[config.mk]
export PLATFORM = sky130hd
export DESIGN_NAME = main_mem_ctrl_flat
export DESIGN_NICKNAME = d
export VERILOG_FILES = /design/src/rtl/param_pkg.sv /design/src/rtl/main_mem_ctrl_if.sv /design/src/rtl/main_mem_ctrl.sv /design/src/flat_wrapper.sv
export SDC_FILE = /design/constraint.sdc
export NUM_CORES = 1
export LEC_CHECK = 0
export BUFFER_PORTS_ARGS = -buffer_cell sky130_fd_sc_hd__buf_4
export CORE_AREA = 8 8 210 212
export CTS_CLUSTER_SIZE = 16
export DETAILED_ROUTE_END_ITERATION = 10
export DIE_AREA = 0 0 218 220
export PLACE_DENSITY = 0.59
export RECOVER_POWER = 100
export SYNTH_ARGS = -nofsm -noshare
export SYNTH_HDL_FRONTEND = slang
export SYNTH_SLANG_ARGS = --single-unit
[constraint.sdc]
create_clock -name clk -period 2.19 [get_ports clk]
set_input_delay 0.438 -clock clk [delete_from_list [all_inputs] [get_ports clk]]
set_output_delay 0.438 -clock clk [all_outputs]
set_load 0.005 [all_outputs]
[src/rtl/param_pkg.sv]
// System-wide cache line geometry that the memory-side blocks share.
package param_pkg;
  localparam int BYTES_PER_LINE   = 16;
  localparam int MAIN_MEM_LINE_AW = 10;
endpackage

[src/rtl/main_mem_ctrl_if.sv]
// Line-granular request bus between the main-memory arbiter and the controller,
// plus the controller's strobe-style memory port.
interface main_mem_ctrl_if #(
  parameter int LW = param_pkg::BYTES_PER_LINE * 8,
  parameter int AW = param_pkg::MAIN_MEM_LINE_AW
);
  logic          wcyc_i;
  logic          rcyc_i;
  logic [AW-1:0] waddr_i;
  logic [AW-1:0] raddr_i;
  logic [LW-1:0] wdata_i;
  logic          ack_o;
  logic [LW-1:0] rdata_o;
  logic          busy_o;
  logic          mem_en_o;
  logic          mem_we_o;
  logic [AW-1:0] mem_addr_o;
  logic [LW-1:0] mem_wdata_o;
  logic [LW-1:0] mem_rdata_i;

  modport slave (
    input  wcyc_i, rcyc_i, waddr_i, raddr_i, wdata_i, mem_rdata_i,
    output ack_o, rdata_o, busy_o, mem_en_o, mem_we_o, mem_addr_o, mem_wdata_o
  );

  modport master (
    output wcyc_i, rcyc_i, waddr_i, raddr_i, wdata_i, mem_rdata_i,
    input  ack_o, rdata_o, busy_o, mem_en_o, mem_we_o, mem_addr_o, mem_wdata_o
  );
endinterface

[src/rtl/main_mem_ctrl.sv]
// Main-memory line controller: serialises an optional write-back and an optional
// refill into fixed-latency memory accesses and returns a single ack per request.
module main_mem_ctrl
  import param_pkg::*;
#(
  parameter int WR_LAT = 2,
  parameter int RD_LAT = 3
) (
  input logic            clk,
  input logic            resetn,
  main_mem_ctrl_if.slave bus
);
  localparam int LW = BYTES_PER_LINE * 8;
  localparam int AW = MAIN_MEM_LINE_AW;

  if (WR_LAT < 1 || WR_LAT > 15) begin : g_wr_lat_chk
    $error("main_mem_ctrl: WR_LAT must be in 1..15");
  end
  if (RD_LAT < 1 || RD_LAT > 15) begin : g_rd_lat_chk
    $error("main_mem_ctrl: RD_LAT must be in 1..15");
  end

  // Counter runs 0..TC inside a state; WR spans WR_LAT cycles, RD spans RD_LAT+1.
  localparam logic [3:0] WR_TC = 4'(WR_LAT - 1);
  localparam logic [3:0] RD_TC = 4'(RD_LAT);

  typedef enum logic [2:0] {S_IDLE, S_WR, S_RD, S_ACK, S_GAP} state_e;

  state_e        state_q, state_d;
  logic [3:0]    cnt_q, cnt_d;
  logic          wcyc_q, wcyc_d;
  logic          rcyc_q, rcyc_d;
  logic [AW-1:0] waddr_q, waddr_d;
  logic [AW-1:0] raddr_q, raddr_d;
  logic [LW-1:0] wdata_q, wdata_d;
  logic [LW-1:0] rdata_q, rdata_d;

  logic          ack;
  logic          mem_en;
  logic          mem_we;
  logic [AW-1:0] mem_addr;
  logic [LW-1:0] mem_wdata;

  always_ff @(posedge clk or negedge resetn) begin
    if (!resetn) begin
      state_q <= S_IDLE;
      cnt_q   <= '0;
      wcyc_q  <= 1'b0;
      rcyc_q  <= 1'b0;
      waddr_q <= '0;
      raddr_q <= '0;
      wdata_q <= '0;
      rdata_q <= '0;
    end else begin
      state_q <= state_d;
      cnt_q   <= cnt_d;
      wcyc_q  <= wcyc_d;
      rcyc_q  <= rcyc_d;
      waddr_q <= waddr_d;
      raddr_q <= raddr_d;
      wdata_q <= wdata_d;
      rdata_q <= rdata_d;
    end
  end

  always_comb begin
    state_d   = state_q;
    cnt_d     = cnt_q;
    wcyc_d    = wcyc_q;
    rcyc_d    = rcyc_q;
    waddr_d   = waddr_q;
    raddr_d   = raddr_q;
    wdata_d   = wdata_q;
    rdata_d   = rdata_q;
    ack       = 1'b0;
    mem_en    = 1'b0;
    mem_we    = 1'b0;
    mem_addr  = '0;
    mem_wdata = '0;

    unique case (state_q)
      S_IDLE: begin
        if (bus.wcyc_i || bus.rcyc_i) begin
          wcyc_d  = bus.wcyc_i;
          rcyc_d  = bus.rcyc_i;
          waddr_d = bus.waddr_i;
          raddr_d = bus.raddr_i;
          wdata_d = bus.wdata_i;
          cnt_d   = '0;
          state_d = bus.wcyc_i ? S_WR : S_RD;
        end
      end
      S_WR: begin
        if (cnt_q == 4'd0) begin
          mem_en    = 1'b1;
          mem_we    = 1'b1;
          mem_addr  = waddr_q;
          mem_wdata = wdata_q;
        end
        if (cnt_q == WR_TC) begin
          cnt_d   = '0;
          state_d = rcyc_q ? S_RD : S_ACK;
        end else begin
          cnt_d = cnt_q + 4'd1;
        end
      end
      S_RD: begin
        if (cnt_q == 4'd0) begin
          mem_en   = 1'b1;
          mem_addr = raddr_q;
        end
        // Memory data is valid exactly in the terminal cycle; latch it there.
        if (cnt_q == RD_TC) begin
          rdata_d = bus.mem_rdata_i;
          cnt_d   = '0;
          state_d = S_ACK;
        end else begin
          cnt_d = cnt_q + 4'd1;
        end
      end
      S_ACK: begin
        ack     = 1'b1;
        state_d = S_GAP;
      end
      // One dead cycle so a grant still high after ack is not serviced twice.
      S_GAP:   state_d = S_IDLE;
      default: state_d = S_IDLE;
    endcase
  end

  assign bus.ack_o       = ack;
  assign bus.rdata_o     = rdata_q;
  assign bus.busy_o      = (state_q != S_IDLE);
  assign bus.mem_en_o    = mem_en;
  assign bus.mem_we_o    = mem_we;
  assign bus.mem_addr_o  = mem_addr;
  assign bus.mem_wdata_o = mem_wdata;
endmodule

[src/flat_wrapper.sv]
// flat-port wrapper written by rule: the top's interface ports become plain ports
module main_mem_ctrl_flat import param_pkg::*;
#(
  parameter int WR_LAT = 2,
  parameter int RD_LAT = 3
)
  (clk, resetn, bus_wcyc_i, bus_rcyc_i, bus_waddr_i, bus_raddr_i, bus_wdata_i, bus_mem_rdata_i, bus_ack_o, bus_rdata_o, bus_busy_o, bus_mem_en_o, bus_mem_we_o, bus_mem_addr_o, bus_mem_wdata_o);
  main_mem_ctrl_if #(.LW((param_pkg::BYTES_PER_LINE * 8)), .AW((param_pkg::MAIN_MEM_LINE_AW))) bus_i ();
  input logic clk;
  input logic resetn;
  input wire logic [$bits(bus_i.wcyc_i)-1:0] bus_wcyc_i;
  input wire logic [$bits(bus_i.rcyc_i)-1:0] bus_rcyc_i;
  input wire logic [$bits(bus_i.waddr_i)-1:0] bus_waddr_i;
  input wire logic [$bits(bus_i.raddr_i)-1:0] bus_raddr_i;
  input wire logic [$bits(bus_i.wdata_i)-1:0] bus_wdata_i;
  input wire logic [$bits(bus_i.mem_rdata_i)-1:0] bus_mem_rdata_i;
  output wire logic [$bits(bus_i.ack_o)-1:0] bus_ack_o;
  output wire logic [$bits(bus_i.rdata_o)-1:0] bus_rdata_o;
  output wire logic [$bits(bus_i.busy_o)-1:0] bus_busy_o;
  output wire logic [$bits(bus_i.mem_en_o)-1:0] bus_mem_en_o;
  output wire logic [$bits(bus_i.mem_we_o)-1:0] bus_mem_we_o;
  output wire logic [$bits(bus_i.mem_addr_o)-1:0] bus_mem_addr_o;
  output wire logic [$bits(bus_i.mem_wdata_o)-1:0] bus_mem_wdata_o;
  assign bus_i.wcyc_i = bus_wcyc_i;
  assign bus_i.rcyc_i = bus_rcyc_i;
  assign bus_i.waddr_i = bus_waddr_i;
  assign bus_i.raddr_i = bus_raddr_i;
  assign bus_i.wdata_i = bus_wdata_i;
  assign bus_i.mem_rdata_i = bus_mem_rdata_i;
  assign bus_ack_o = bus_i.ack_o;
  assign bus_rdata_o = bus_i.rdata_o;
  assign bus_busy_o = bus_i.busy_o;
  assign bus_mem_en_o = bus_i.mem_en_o;
  assign bus_mem_we_o = bus_i.mem_we_o;
  assign bus_mem_addr_o = bus_i.mem_addr_o;
  assign bus_mem_wdata_o = bus_i.mem_wdata_o;
  main_mem_ctrl #(.WR_LAT(WR_LAT), .RD_LAT(RD_LAT)) u_core (.clk(clk), .resetn(resetn), .bus(bus_i));
endmodule
==> impl_metrics.json, run 1 <==
{
  "critPathLaunch": "u_core.cnt_q[0]",
  "ys_top_cells_by_area": "dfrtp_1 61%, mux2_2 17%, mux2_1 9.7%",
  "track_usage": 0.157,
  "syn_area_per_cell_um2": 14.8,
  "ys_seq_elements": 284,
  "combPwrFrac": 0.373,
  "worstSkewPairLatency_ns": 0.53,
  "vias_per_cell": 4.39,
  "yosysUniqueCellTypes": 31,
  "clock_sinks": 284,
  "drive_gt1_frac": 0.543,
  "p_sw_uw": 7400,
  "row_count": 74,
  "post_dp_cell_area_mm2": 0.0167,
  "clk_pin_slew_worst_paths_ns": 0.06,
  "drv_cap": 0,
  "synthFlopType": "dfrtp_1",
  "wl_per_cell_um": 20.2,
  "die_h_um": 220,
  "rr_startpoint": "u_core.cnt_q[0]",
  "ys_seq_area_frac": 0.607,
  "fin_skew_ns": 0.0199,
  "synth_top_cell_by_area": "dfrtp_1",
  "coreArea_mm2": 0.0406,
  "die_w_um": 218,
  "endpoint": "bus_mem_addr_o[6]",
  "worstMarginPinSlew_ns": 0.998,
  "cellPowerDensity_mw_per_mm2": 1370,
  "io_pins": 550,
  "period_needed_ns": 2.52,
  "tns_ns": -36.73,
  "gp_congestion": 0.790,
  "gr-total-overflow": 0,
  "drtIter0Drc": 281,
  "setup_ws_ns": -0.333,
  "dp_hpwl_um": 30400,
  "postSynthCellCount": 793,
  "p_leak_uw": 0.00832,
  "rsz0062_at_grt": "true",
  "clkPwrFrac": 0.240,
  "arrival_ns": 2.09,
  "first_pass_iters": 7,
  "min-delay-start": "bus_wcyc_i",
  "synth_common_cells": "284 x dfrtp_1, 175 x mux2_2, 129 x and2_1",
  "die_area_mm2": 0.0480,
  "synth.most_common_cell": "dfrtp_1",
  "power_uw": 24300,
  "cts_max_level": 2,
  "cts_tree": "built",
  "worstSetupPathType": "reg -> out",
  "maxSlewHeadroom": 0.334,
  "wirelength_um": 39100,
  "drv_slew": 0,
  "critPathMaxFanout": 6,
  "numCtsBuffers": 35,
  "grt_pass1_vias": 9526,
  "max_freq_ghz": 0.396,
  "worstSetupEndpointType": "primary output",
  "fin_nets": 1663,
  "io_buffers": 549,
  "syn-num-nets": 1076,
  "clock_path_buffers": 3,
  "rrSetupSlack_ns": 0.09,
  "synth_edf_count": 0,
  "antenna_found_initial": 2,
  "syn_area_mm2": 0.0117,
  "rr_endpoint": "u_core.state_q[0]",
  "cts_root_buf": "clkbuf_16",
  "drc": 0,
  "ant_nets": 0,
  "outcome": "finished with violations",
  "grt_start_max_net_pins": 67,
  "violations": "negative setup slack",
  "ir_worst_vdd_uv": 841,
  "critPathRequiredTime_ns": 1.75,
  "finalHoldViolations": 0,
  "r2r_cells": 7,
  "area_growth_pct": 51.7,
  "synth_top_area_frac": 0.607,
  "start_util": 0.289,
  "finalSetupViolCount": 139,
  "share_seq_of_total_power": 0.387,
  "p_int_uw": 16900,
  "fin_area_mm2": 0.0178,
  "grt_pass1_wl_um": 58400,
  "hold_class": "in -> reg",
  "synthArstFlopShare": 1.00,
  "swShare": 0.304,
  "vias": 8519,
  "fin_crit_sh": 1.15,
  "start_kind": "register",
  "yosysWarnings": 0
}
cells by family (layout without fill, tap and decap cells):
| logic type | count (synthesis) | in the layout | share of synthesized area |
|---|---|---|---|
| multiplexers | 276 | 276 | 0.265 |
| XOR/XNOR | 1 | 1 | 0.000748 |
| flip-flops | 284 | 284 | 0.607 |
| other | 0 | 1 | 0 |
| AO/OA/AOI/OAI | 26 | 26 | 0.0176 |
| AND/OR/NAND/NOR | 148 | 148 | 0.0780 |
| adder cells (fa/ha/maj) | 3 | 3 | 0.00320 |
| buffers and inverters | 55 | 668 | 0.0286 |
worst max-delay path, stage by stage, from the launching register on:
cell and delay (ns):
dfrtp_1 0.36, inv_2 0.07, ha_4 0.15, nand3b_1 0.14
nor2_4 0.06, buf_12 0.15, buf_4 0.13, buf_8 0.12
a22o_1 0.23, buf_4 0.14
per-stage QoR:
stage / hold WS [ns] / setup WS [ns] / util / std cells
floorplan: 0.142 / 0.234 / - / 793
global placement: 0.459 / 0.175 / 0.412 / 1863
detailed placement: 0.466 / 0.0693 / 0.412 / 1863
CTS: 0.0577 / -0.441 / 0.450 / 1936
global route: 0.0756 / -0.458 / 0.438 / 1939
finish: 0.111 / -0.333 / 0.438 / 1939
repair_timing:
item / in CTS / in global routing
setup endpoints to repair: 140 / 141
gates resized for setup: 57 / 4
setup buffers: 7 / 5
hold buffers: 1 / 0
pin swaps: 19 / 2
cloned: 2 / 0
hold endpoints to repair: 55 / 0
area by class of cell:
class / count / area, um^2
tap: 532 / 666
multi-input combinational: 454 / 4370
timing repair buffer: 598 / 4420
sequential: 284 / 7110
clock inverter: 9 / 123
inverter: 7 / 26.3
clock buffer: 54 / 1060
antenna: 1 / 2.50
fill: 3822 / 22800
power by group through the flow:
stage / sequential (uW) / clock (uW) / combinational, uW
floorplan: 9110 / 0 / 4610
global placement: 9420 / 0 / 9420
detailed placement: 9480 / 0 / 9570
CTS: 9460 / 6050 / 10100
global route: 9750 / 6260 / 9930
finish: 9410 / 5830 / 9060
state kept, by name, indices dropped and copies added (netlist names):
register,count
u_core.cnt_q,4
u_core.rcyc_q,1
u_core.bus.rdata_o,128
u_core.state_q,3
u_core.raddr_q,10
u_core.wdata_q,128
u_core.waddr_q,10
worst min-delay path by stage:
| stage | end | slack (ns) | cells after the start |
|---|---|---|---|
| final | u_core.state_q[1] | 0.11 | 2 |
| after global routing | u_core.state_q[1] | 0.08 | 2 |
| after CTS | u_core.state_q[1] | 0.06 | 2 |
| after detailed placement | u_core.wdata_q[8] | 0.47 | 1 |
| after global placement | u_core.wdata_q[110] | 0.46 | 1 |
| after floorplan | u_core.bus.rdata_o[0] | 0.14 | 0 |
layout by cell type, fill, tap and decap left out, types with 5 or more instances in the layout:
master,n
and2_4,18
buf_8,5
dfrtp_1,282
buf_4,418
clkbuf_2,6
buf_6,20
and2_1,111
clkbuf_16,36
clkbuf_8,9
a22o_1,10
clkbuf_4,41
clkbuf_1,101
inv_1,5
mux2_1,101
mux2_2,175
buf_12,13
layer usage:
| metal | vias up | part of all wire | GRT usage | wire length (um) |
|---|---|---|---|---|
| li1 | 3895 | - | - | - |
| met1 | 4178 | 0.37 | 0.176 | 14600 |
| met2 | 391 | 0.49 | 0.263 | 19200 |
| met3 | 53 | 0.11 | 0.0723 | 4450 |
| met4 | 2 | 0.023 | 0.0551 | 898 |
| met5 | - | 0.00031 | 0 | 12 |
No activity file was read; power rests on OpenSTA's default activity.
==> run 2: changes to the inputs <==
--- a/config.mk
+++ b/config.mk
@@ -11,7 +11,6 @@
 export DETAILED_ROUTE_END_ITERATION = 10
 export DIE_AREA = 0 0 218 220
 export PLACE_DENSITY = 0.59
-export RECOVER_POWER = 100
 export SYNTH_ARGS = -nofsm -noshare
 export SYNTH_HDL_FRONTEND = slang
 export SYNTH_SLANG_ARGS = --single-unit
==> impl_metrics.json, run 2 (synthesis results as in run 1) <==
{
  "path_cells": "inv_2 -> ha_4 -> nand3b_1 -> nor2_4 -> buf_12 -> buf_4 -> buf_8 -> a22o_1 -> buf_4",
  "gr-total-overflow": 0,
  "cts_root_buf": "clkbuf_16",
  "finalHoldViolations": 0,
  "drv_slew": 0,
  "drv_cap": 0,
  "die_h_um": 220,
  "maxSlewHeadroom": 0.525,
  "cp_num_buf_inv": 5,
  "critPathRequiredTime_ns": 1.75,
  "post_dp_cell_area_mm2": 0.0167,
  "cellPowerDensity_mw_per_mm2": 1380,
  "fillCellCount": 3721,
  "drtIter0Drc": 269,
  "min-delay-start": "bus_wcyc_i",
  "die_w_um": 218,
  "antenna_found_initial": 2,
  "post-place-ws_ns": 0.0693,
  "rsz0062_at_grt": "true",
  "arrival_ns": 2.08,
  "gp_congestion": 0.790,
  "clock_sinks": 284,
  "ir_worst_vdd_uv": 846,
  "rr_endpoint": "u_core.state_q[0]",
  "start_util": 0.289,
  "cts_tree": "built",
  "numCtsBuffers": 35,
  "fin_area_mm2": 0.0182,
  "vias": 8530,
  "tns_ns": -36.71,
  "period_needed_ns": 2.52,
  "io_pins": 550,
  "cp_slowest_stage_delay_ns": 0.36,
  "finish.utilization": 0.449,
  "start_kind": "register",
  "row_count": 74,
  "final_common_cell": "buf_4",
  "ant_nets": 0,
  "grt_pass1_vias": 9526,
  "area_growth_pct": 55.6,
  "cts_max_level": 2,
  "violations": "negative setup slack",
  "grt_start_max_net_pins": 67,
  "whs_path_depth": 2,
  "drive_gt1_frac": 0.609,
  "dp_hpwl_um": 30400,
  "track_usage": 0.157,
  "worstSkewPairLatency_ns": 0.53,
  "clock_path_buffers": 3,
  "drc": 0,
  "cp_top_family": "buffers and inverters",
  "most-common-layout-cells": "551 x buf_4, 282 x dfrtp_1, 175 x mux2_2",
  "fin_skew_ns": 0.0203,
  "worstSetupPathType": "reg -> out",
  "first_pass_iters": 7,
  "critPathMaxFanout": 6,
  "power_uw": 25100,
  "p_leak_uw": 0.00870,
  "cp_slowest_cell": "dfrtp_1",
  "critical_path.most_common_cell": "buf_4",
  "die_area_mm2": 0.0480,
  "clk_pin_slew_worst_paths_ns": 0.06,
  "worstMarginPinSlew_ns": 0.703,
  "whs_endpoint": "u_core.state_q[1]",
  "outcome": "finished with violations",
  "max_freq_ghz": 0.397,
  "finalSetupViolCount": 139,
  "rr_startpoint": "u_core.cnt_q[0]",
  "fin_nets": 1663,
  "critPathLaunch": "u_core.cnt_q[0]",
  "wl_per_cell_um": 20.2,
  "coreArea_mm2": 0.0406,
  "setup_ws_ns": -0.329,
  "rrSetupSlack_ns": 0.10,
  "io_buffers": 549,
  "fin_crit_sh": 1.15,
  "r2r_cells": 7,
  "wirelength_um": 39200,
  "vias_per_cell": 4.40,
  "hold_class": "in -> reg",
  "worstSetupEndpointType": "primary output",
  "grt_pass1_wl_um": 58400
}
## run 2: worst register-to-register path: stages, from the launching register on
cell and delay [ns]:
dfrtp_1 0.39, buf_4 0.14, buf_4 0.14, ha_1 0.24, nor2b_1 0.20, a2111oi_4 0.46, a2111oi_0 0.12, or2_2 0.29
## run 2: layout make-up
type                       instances  area, um^2  share of cell area
inverter                           7        26.3             0.00144
clock inverter                     9         123             0.00673
antenna                            1        2.50            0.000137
clock buffer                      54        1060              0.0581
timing repair buffer             598        4870               0.267
multi-input combinational        454        4370               0.240
tap                              532         666              0.0365
sequential                       284        7110               0.390
## run 2: per-stage QoR
step | std cells | hold WS (ns)
after floorplan | 793 | 0.142
after global placement | 1863 | 0.459
after detailed placement | 1863 | 0.466
after CTS | 1936 | 0.0577
after global routing | 1939 | 0.0756
final | 1939 | 0.112
## run 2: layer usage
metal  routed length, um  part of all wire  vias up  global-route usage
li1                    -                 -     3897                   -
met4                 899             0.023        2              0.0551
met5                  12           0.00031        -                   0
met3                4370              0.11       53              0.0723
met1               14800              0.38     4191               0.176
met2               19200              0.49      387               0.263
## run 2: timing repair
action,4_1_cts,5_1_grt
endpoints found under the hold margin,55,0
setup endpoints to repair,140,141
gates resized for setup,57,4
pin swaps,19,2
hold buffers,1,0
setup buffers,7,5
gates cloned,2,0
## run 2: report_power, final
part / leakage [uW] / internal, uW / switching, uW
registers: 0.00333 / 7990 / 1460
clock network: 0.000577 / 3590 / 2250
logic: 0.00479 / 6070 / 3730
total: 0.00870 / 17600 / 7440
## run 2: worst max-delay path by stage
| stage | end | slack, ns | depth (start not counted) |
|---|---|---|---|
| after floorplan | bus_mem_wdata_o[100] | 0.23 | 7 |
| after global placement | bus_mem_wdata_o[125] | 0.18 | 8 |
| after detailed placement | bus_mem_wdata_o[53] | 0.07 | 8 |
| after CTS | bus_mem_wdata_o[20] | -0.44 | 9 |
| after global routing | bus_mem_wdata_o[62] | -0.46 | 9 |
| final | bus_mem_addr_o[6] | -0.33 | 9 |
